[src/rtl/rv32_pkg.sv]
// Shared RV32 front-end definitions: datapath widths, reset vector and fetch FSM states.
package rv32_pkg;

  localparam int XLEN = 32;
  localparam int ILEN = 32;
  localparam logic [XLEN-1:0] RESET_PC_DEFAULT = 32'h0000_0000;

  typedef enum logic [1:0] {
    ST_IDLE,
    ST_REQ,
    ST_WAIT,
    ST_HALT
  } fetch_state_t;

  function automatic logic is_word_aligned(input logic [XLEN-1:0] addr);
    return addr[1:0] == 2'b00;
  endfunction

endpackage

[src/rtl/fetch_skid_buf.sv]
// One-entry {pc, instr} holding buffer for a fetch response that arrives while IF/ID is stalled.
module fetch_skid_buf
  import rv32_pkg::*;
(
  input  logic            i_clk,
  input  logic            i_reset,
  input  logic            i_load,
  input  logic            i_pop,
  input  logic            i_flush,
  input  logic [XLEN-1:0] i_pc,
  input  logic [ILEN-1:0] i_instr,
  output logic            o_valid,
  output logic [XLEN-1:0] o_pc,
  output logic [ILEN-1:0] o_instr
);

  logic            r_valid;
  logic [XLEN-1:0] r_pc;
  logic [ILEN-1:0] r_instr;

  always_ff @(posedge i_clk) begin
    if (i_reset) begin
      r_valid <= 1'b0;
    end else if (i_flush) begin
      r_valid <= 1'b0;
    end else if (i_load) begin
      r_valid <= 1'b1;
    end else if (i_pop) begin
      r_valid <= 1'b0;
    end
  end

  // Payload is only observed while r_valid is set, so it carries no reset.
  always_ff @(posedge i_clk) begin
    if (i_load) begin
      r_pc    <= i_pc;
      r_instr <= i_instr;
    end
  end

  assign o_valid = r_valid;
  assign o_pc    = r_pc;
  assign o_instr = r_instr;

endmodule

[src/rtl/pc_fetch_unit.sv]
// RV32 instruction-fetch front end: PC, single-outstanding imem requests, IF/ID output slot
// with a one-entry skid buffer, and EX redirects that squash wrong-path fetches.
module pc_fetch_unit
  import rv32_pkg::*;
#(
  parameter logic [XLEN-1:0] RESET_PC = RESET_PC_DEFAULT
) (
  input  logic            clk,
  input  logic            reset,
  input  logic            redirect_valid,
  input  logic [XLEN-1:0] redirect_pc,
  input  logic            stall,
  output logic            imem_req,
  output logic [XLEN-1:0] imem_addr,
  input  logic            imem_ready,
  input  logic            imem_rvalid,
  input  logic [ILEN-1:0] imem_rdata,
  output logic            if_valid,
  output logic [XLEN-1:0] if_pc,
  output logic [ILEN-1:0] if_instr,
  output logic            misalign_trap,
  output logic [XLEN-1:0] trap_addr
);

  fetch_state_t    r_state;
  logic [XLEN-1:0] r_pc;
  logic [XLEN-1:0] r_req_pc;
  logic            r_discard;
  logic            r_if_valid;
  logic [XLEN-1:0] r_if_pc;
  logic [ILEN-1:0] r_if_instr;
  logic            r_trap;
  logic [XLEN-1:0] r_trap_addr;

  logic            w_accept;
  logic            w_consume;
  logic            w_rsp_live;
  logic            w_to_slot;
  logic            w_to_skid;
  logic            w_skid_pop;
  logic            w_if_valid_nxt;
  logic            w_skid_nxt;
  logic            w_discard_nxt;
  logic            w_issue;
  logic            w_outstanding;
  logic            w_redirect_ok;
  logic            w_skid_valid;
  logic [XLEN-1:0] w_skid_pc;
  logic [ILEN-1:0] w_skid_instr;

  assign w_accept      = (r_state == ST_REQ) && imem_ready;
  assign w_consume     = r_if_valid && !stall;
  assign w_rsp_live    = imem_rvalid && (r_state == ST_WAIT) && !r_discard;
  assign w_to_slot     = w_rsp_live && (!r_if_valid || !stall);
  assign w_to_skid     = w_rsp_live && !w_to_slot;
  assign w_skid_pop    = w_consume && w_skid_valid;
  assign w_redirect_ok = redirect_valid && is_word_aligned(redirect_pc);

  // Issue condition is judged on the state the slot, skid and discard flag will have next cycle.
  assign w_if_valid_nxt = w_to_slot || w_skid_pop || (r_if_valid && stall);
  assign w_skid_nxt     = w_to_skid || (w_skid_valid && !w_consume);
  assign w_discard_nxt  = r_discard && !imem_rvalid;
  assign w_issue        = !w_discard_nxt && !w_skid_nxt && !(w_if_valid_nxt && stall);

  // A request still owes a response if we wait on it, it was just accepted, or a stale one is pending.
  assign w_outstanding  = ((r_state == ST_WAIT) && !imem_rvalid) || w_accept || w_discard_nxt;

  fetch_skid_buf u_skid (
    .i_clk   (clk),
    .i_reset (reset),
    .i_load  (w_to_skid),
    .i_pop   (w_skid_pop),
    .i_flush (redirect_valid),
    .i_pc    (r_req_pc),
    .i_instr (imem_rdata),
    .o_valid (w_skid_valid),
    .o_pc    (w_skid_pc),
    .o_instr (w_skid_instr)
  );

  always_ff @(posedge clk) begin
    if (w_accept) begin
      r_req_pc <= r_pc;
    end
  end

  always_ff @(posedge clk) begin
    if (reset) begin
      r_state     <= ST_IDLE;
      r_pc        <= RESET_PC;
      r_discard   <= 1'b0;
      r_if_valid  <= 1'b0;
      r_if_pc     <= '0;
      r_if_instr  <= '0;
      r_trap      <= 1'b0;
      r_trap_addr <= '0;
    end else begin
      r_trap <= 1'b0;
      if (redirect_valid) begin
        r_if_valid <= 1'b0;
        r_discard  <= w_outstanding;
        if (w_redirect_ok) begin
          r_pc    <= redirect_pc;
          r_state <= w_outstanding ? ST_IDLE : ST_REQ;
        end else begin
          r_trap      <= 1'b1;
          r_trap_addr <= redirect_pc;
          r_state     <= ST_HALT;
        end
      end else begin
        r_discard <= w_discard_nxt;
        if (w_to_slot) begin
          r_if_valid <= 1'b1;
          r_if_pc    <= r_req_pc;
          r_if_instr <= imem_rdata;
        end else if (w_skid_pop) begin
          r_if_valid <= 1'b1;
          r_if_pc    <= w_skid_pc;
          r_if_instr <= w_skid_instr;
        end else if (w_consume) begin
          r_if_valid <= 1'b0;
        end
        case (r_state)
          ST_IDLE: if (w_issue) r_state <= ST_REQ;
          ST_REQ: begin
            if (w_accept) begin
              r_pc    <= r_pc + XLEN'(4);
              r_state <= ST_WAIT;
            end
          end
          ST_WAIT: if (imem_rvalid) r_state <= w_issue ? ST_REQ : ST_IDLE;
          ST_HALT: r_state <= ST_HALT;
          default: r_state <= ST_IDLE;
        endcase
      end
    end
  end

  assign imem_req      = (r_state == ST_REQ);
  assign imem_addr     = imem_req ? r_pc : '0;
  assign if_valid      = r_if_valid;
  assign if_pc         = r_if_pc;
  assign if_instr      = r_if_instr;
  assign misalign_trap = r_trap;
  assign trap_addr     = r_trap_addr;

endmodule

[config.mk]
export PLATFORM = sky130hd
export DESIGN_NAME = pc_fetch_unit
export DESIGN_NICKNAME = d
export VERILOG_FILES = /design/src/rtl/rv32_pkg.sv /design/src/rtl/fetch_skid_buf.sv /design/src/rtl/pc_fetch_unit.sv
export SDC_FILE = /design/constraint.sdc
export NUM_CORES = 1
export LEC_CHECK = 0
export BUFFER_PORTS_ARGS = -buffer_cell sky130_fd_sc_hd__buf_2
export CORE_MARGIN = 8
export CORE_UTILIZATION = 30
export CTS_CLUSTER_DIAMETER = 100
export CTS_CLUSTER_SIZE = 30
export DETAILED_ROUTE_END_ITERATION = 7
export SLEW_MARGIN = 10
export SYNTH_ARGS = -nofsm -noshare
export SYNTH_HDL_FRONTEND = slang
export SYNTH_SLANG_ARGS = --single-unit
[constraint.sdc]
create_clock -name clk -period 5.75 [get_ports clk]
set_input_delay 1.15 -clock clk [delete_from_list [all_inputs] [get_ports clk]]
set_output_delay 1.15 -clock clk [all_outputs]
set_load 0.01 [all_outputs]
After elaboration in Yosys (flattened, before gate mapping). Index checks and enable logic that the tools add are counted. Widths: inputs -> output; s select.

Memories: 0. Bits in registers: 230. Input bits: 70. Memory bits (read-only): 0. Logic and storage cells: 89. Latch bits: 0. Output and inout port bits: 131. Memory bits (writable): 0.

Multiply operators: 0. Add/subtract/negate cells: 1. Reduce and logical (&&, ||, !) cells: 43. Equal/unequal tests: 7. Bitwise logic cells: 2. Div/mod/pow operators: 0. Shift operators: 0. Order comparisons: 0. Multiplexer cells: 24.

Operators with widths (count): $mux 32 (9); $add 32x3->32 const B (1); $logic_and 1x1->1 (15); $mux 2 (5); $logic_not 1->1 (9); $mux 1 (9); $pmux 2 s4 (1); $reduce_bool 2->1 (4); $logic_or 1x1->1 (6); $ne 3x3->1 const B (2); $reduce_and 3->1 (2); $eq 2x2->1 const B (2); $logic_not 2->1 (2); $reduce_and 2->1 (2); $reduce_or 2->1 (2); $ne 3x2->1 const B (1); $reduce_bool 3->1 (1); $eq 2x1->1 const B (1); $ne 2x1->1 const B (1); $not 1->1 (2).

Depth between registers and ports, before layout.
Depth after elaboration: 14. Mapped depth: 7.

Hierarchy. Synthesis repeated with hierarchy kept, for this count alone.

Cells, all modules: 875. Area, all modules: 9339.0 um2.

By module, submodules not included: pc_fetch_unit (cells an instance 807, area an instance 7372.1 um2, seq. area each 3623.5 um2, instances 1); fetch_skid_buf (cells an instance 68, area an instance 1966.9 um2, seq. area each 1941.9 um2, instances 1).

Worst setup path after synthesis. No wires, ideal clock.

Kind: input-to-reg. Start: input port imem_rvalid. End: register u_skid.r_instr[0] (netlist: u_skid.o_instr[0]), enable pin. Stages: 2. Buffers on the path: 0. Path slack: 1.326 ns. Arrival: 3.938 ns. Data required time: 5.264 ns. Path through: nand3b_1 -> nor2_1.

Cells in the longest elaborated chain, start to end: 5.

RTL lines: start: declaration (line pc_fetch_unit.sv:16) `input logic imem_rvalid,`; $logic_and 1x1->1 * (2 in a row) (line pc_fetch_unit.sv:53) `assign w_rsp_live = imem_rvalid && (r_state == ST_WAIT) && !r_discard;`; $logic_and 1x1->1 (line pc_fetch_unit.sv:54) `assign w_to_slot = w_rsp_live && (!r_if_valid || !stall);`; $logic_not 1->1 (line pc_fetch_unit.sv:55) `assign w_to_skid = w_rsp_live && !w_to_slot;`; $logic_and 1x1->1 * (line pc_fetch_unit.sv:55); named net u_skid.i_load (line fetch_skid_buf.sv:7) `input logic i_load,`; end signal: assignment (line fetch_skid_buf.sv:37) `r_instr <= i_instr;`; end: declaration (line fetch_skid_buf.sv:19) `logic [ILEN-1:0] r_instr;`.

The timed path passes the listed nets; every way through them passes the cells marked *. A chain may end at the register's enable or synchronous reset.

Worst setup path in the final report.
Start: register r_state[0]. End: output port imem_addr[31].

Cells in the longest elaborated chain, start to end: 2.

RTL lines: start: declaration (line pc_fetch_unit.sv:25) `fetch_state_t r_state;`; start signal: assignment (line pc_fetch_unit.sv:104) `r_state <= w_outstanding ? ST_IDLE : ST_REQ;`; start signal: assignment (line pc_fetch_unit.sv:131) `ST_WAIT: if (imem_rvalid) r_state <= w_issue ? ST_REQ : ST_IDLE;`; $eq 2x1->1 (line pc_fetch_unit.sv:139) `assign imem_req = (r_state == ST_REQ);`; $mux 32 (line pc_fetch_unit.sv:140) `assign imem_addr = imem_req ? r_pc : '0;`; end: declaration (line pc_fetch_unit.sv:14) `output logic [XLEN-1:0] imem_addr,`.

No other way between the ends.

==> results by group <==
Floorplanning
  – Starting density of the core: 30.3%
  – Die height: 192 um
  – Die Width: 192 um
  – Row count: 64
  – I/O pin cnt: 201
  – Core area: 30500 sq um
  – Die area: 36700 sq um

Cells and area
  – Final core occ: 36.2%
  – Fillers: 3078
  – Area growth syn-to-layout: 19.2%
  – Post-layout net count: 1080
  – Layout cells sized above 1: 24.7%

Detailed routing
  – Via density: 4.97
  – Top routing layer used: met4
  – Met3 routed WL: 1680 um
  – DRC viols: 0
  – Antenna Nets Post-Route: 0
  – WL/cell: 18.4 um
  – WL met1: 12000 um
  – Total wire length: 26000 um
  – DRT iter0 DRCs: 339
  – Met2 Wirelength: 11900 um
  – Vias: 7030
  – DR pass1 iterations: 5

Yosys
  – Fraction of registers with async set/reset: 0%
  – Post-synth EDFFs: 96
  – Sequential element share of the synthesized area: 60.1%
  – Mean Syn Cell Area: 11.0 sq um
  – Cell with the most instances after synthesis: dfxtp_1
  – Area contributors post-synth: edfxtp_1, dfxtp_1, mux2i_1
  – Cell Area, Synth: 9260 sq um
  – Cells after synthesis: 843
  – Syn nets: 914
  – Synth area leader: edfxtp_1
  – Yosys reg bits: 230
  – Distinct cells, synth: 63
  – Ys flop type: dfxtp_1
  – Yosys warning count: 0
  – Commonest cells post-synth: dfxtp_1, edfxtp_1, nand2_1
  – Yosys top cell area share: 31.1%

Placement
  – Port Buffer Count: 200
  – DP HPWL: 18600 um
  – Routability Congestion: 0.804

Power
  – Lkg Pwr: 4.56 nW
  – Total power: 3.09 mW
  – Pwr Density: 280 nW/um^2
  – Peak supply drop: 0.162 mV

Timing
  – Min cycle time layout: 3.46 ns
  – Worst slew margin: 27.1%
  – Final setup vio count: 0
  – Slew @ Worst Pin: 1.09 ns
  – Final hold vios: 0
  – Hold slack: 0.459 ns
  – FMAX: 0.289 GHz
  – Worst Skew: 0.0162 ns
  – RSZ-0062 raised after global routing: false
  – Period utilisation layout: 60.2%
  – Fin. max-slew vios: 0
  – Total negative setup slack: 0 ns

Clock network
  – Maximum root-to-sink buffer count: 3
  – Num CTS Buffers: 13
  – Later-pin clock latency in the skew report: 0.48 ns
  – Num Clock Sinks: 230
  – Cts hold-fix bufs: 0
  – Post-CTS resize count: 0
  – CTS tree: yes
  – Clock root buffer: clkbuf_16
  – Setup bufs post-CTS: 0
  – Clock slew at reported path FFs: 0.11 ns
  – H-tree Lvls: 1

Worst setup path
  – Reg2reg path depth: 4
  – CP Launch Point: r_state[0]
  – Reg-to-Reg End: u_skid.o_pc[22]
  – WP data arrival: 2.31 ns
  – WP data required: 4.60 ns
  – FF-to-FF Start: r_state[1]
  – Crit path capture type: output port
  – Worst R2R Setup Slack: 3.02 ns
  – CP endpoint: imem_addr[31]
  – Crit start category: flop
  – WS Path Type: reg -> out
  – CP max FO: 32

Global route
  – GR Overflow Total: 0
  – Initial antenna violation count: 2
  – Vias in the first global route: 6729
  – Largest net degree at the start of global routing: 78
  – First-pass GRT wire length: 39500 um
  – GRT Util Overall: 13.5%

Min path
  – Hold Crit Class: reg -> reg

Run
  – MaxCap Viol Count: 0

Status
  – Status: finished, final reports clean
cells by family (layout without fill, tap and decap cells):
family / after synthesis / count (layout) / share of synthesized area (%)
AO/OA/AOI/OAI: 200 / 200 / 14.5
multiplexers: 70 / 70 / 7.58
buffers and inverters: 68 / 240 / 3.22
AND/OR/NAND/NOR: 273 / 273 / 14.3
other: 0 / 3 / 0
adder cells (fa/ha/maj): 1 / 1 / 0.135
XOR/XNOR: 1 / 1 / 0.0946
flip-flops: 230 / 230 / 60.1
power breakdown:
part / internal, mW / switching (mW) / total (mW)
clock network: 0.463 / 0.574 / 1.04
registers: 1.75 / 0.0426 / 1.79
logic: 0.0987 / 0.162 / 0.260
total: 2.31 / 0.778 / 3.09
worst max-delay path, stage by stage (launching register included):
cell and delay [ns]:
dfxtp_1 0.46, nor2b_2 0.92, and2_1 0.29, buf_2 0.15
worst min path at each step:
stage             startpoint         endpoint  slack (ns)  depth (start not counted)
2_1_floorplan       r_pc[23]     r_req_pc[23]        0.40                          0
3_3_place_gp    r_req_pc[22]  u_skid.o_pc[22]        0.44                          0
3_5_place_dp    r_req_pc[12]  u_skid.o_pc[12]        0.44                          0
4_1_cts        trap_addr[23]    trap_addr[23]        0.46                          2
5_1_grt        trap_addr[23]    trap_addr[23]        0.47                          2
6_report       trap_addr[23]    trap_addr[23]        0.46                          2
stage by stage:
stage               cells  cell area (sq um)  setup WS (ns)
finish               1414              11000           2.29
global route         1413              11000           2.07
CTS                  1411              11000           2.20
detailed placement   1390              10600           2.48
global placement     1390              10600           2.49
floorplan             843               9260           1.33
layout by cell type (no fill, tap or decap), types with 2 or more instances in the layout:
cell type and count:
a211oi_1 74, a21oi_1 60, a221oi_1 3, a22o_1 4
a22oi_1 2, a311o_1 2, a311oi_1 3, a31oi_1 5
a32o_1 4, a41oi_1 3, and2_1 34, and3_1 8
and4_1 5, buf_2 199, buf_4 13, clkbuf_16 14
dfxtp_1 134, diode_2 3, edfxtp_1 96, inv_1 6
inv_8 2, mux2i_1 69, nand2_1 89, nand3_1 8
nand3_2 2, nand3b_1 2, nand4_1 10, nor2_1 86
nor2b_1 2, nor3_1 9, nor4_1 2, o21ai_0 21
o221ai_1 2, o22ai_1 2, o41ai_1 4
registers in the layout (all words and copies together) (netlist names):
| register | cells |
|---|---|
| r_req_pc | 32 |
| if_valid | 1 |
| u_skid.o_pc | 32 |
| if_pc | 32 |
| r_pc | 32 |
| r_state | 2 |
| u_skid.o_instr | 32 |
| trap_addr | 32 |
| misalign_trap | 1 |
| r_discard | 1 |
| if_instr | 32 |
| u_skid.o_valid | 1 |
layer usage:
layer / vias to the layer above / global-route usage (%)
met4: 0 / 2.99
met1: 3356 / 18.7
met2: 216 / 21.4
met5: - / 0
li1: 3435 / -
met3: 23 / 2.87
layout make-up:
cell class                 count  area [sq um]  share of cell area, %
tap                          396           495                   4.49
antenna                        3          7.51                 0.0681
multi-input combinational    545          3430                   31.1
inverter                       7          26.3                  0.238
timing repair buffer         212          1090                   9.91
clock inverter                 7          65.1                  0.590
clock buffer                  14           350                   3.18
sequential                   230          5570                   50.4
Note: power is estimated with default switching activity, not from simulation.
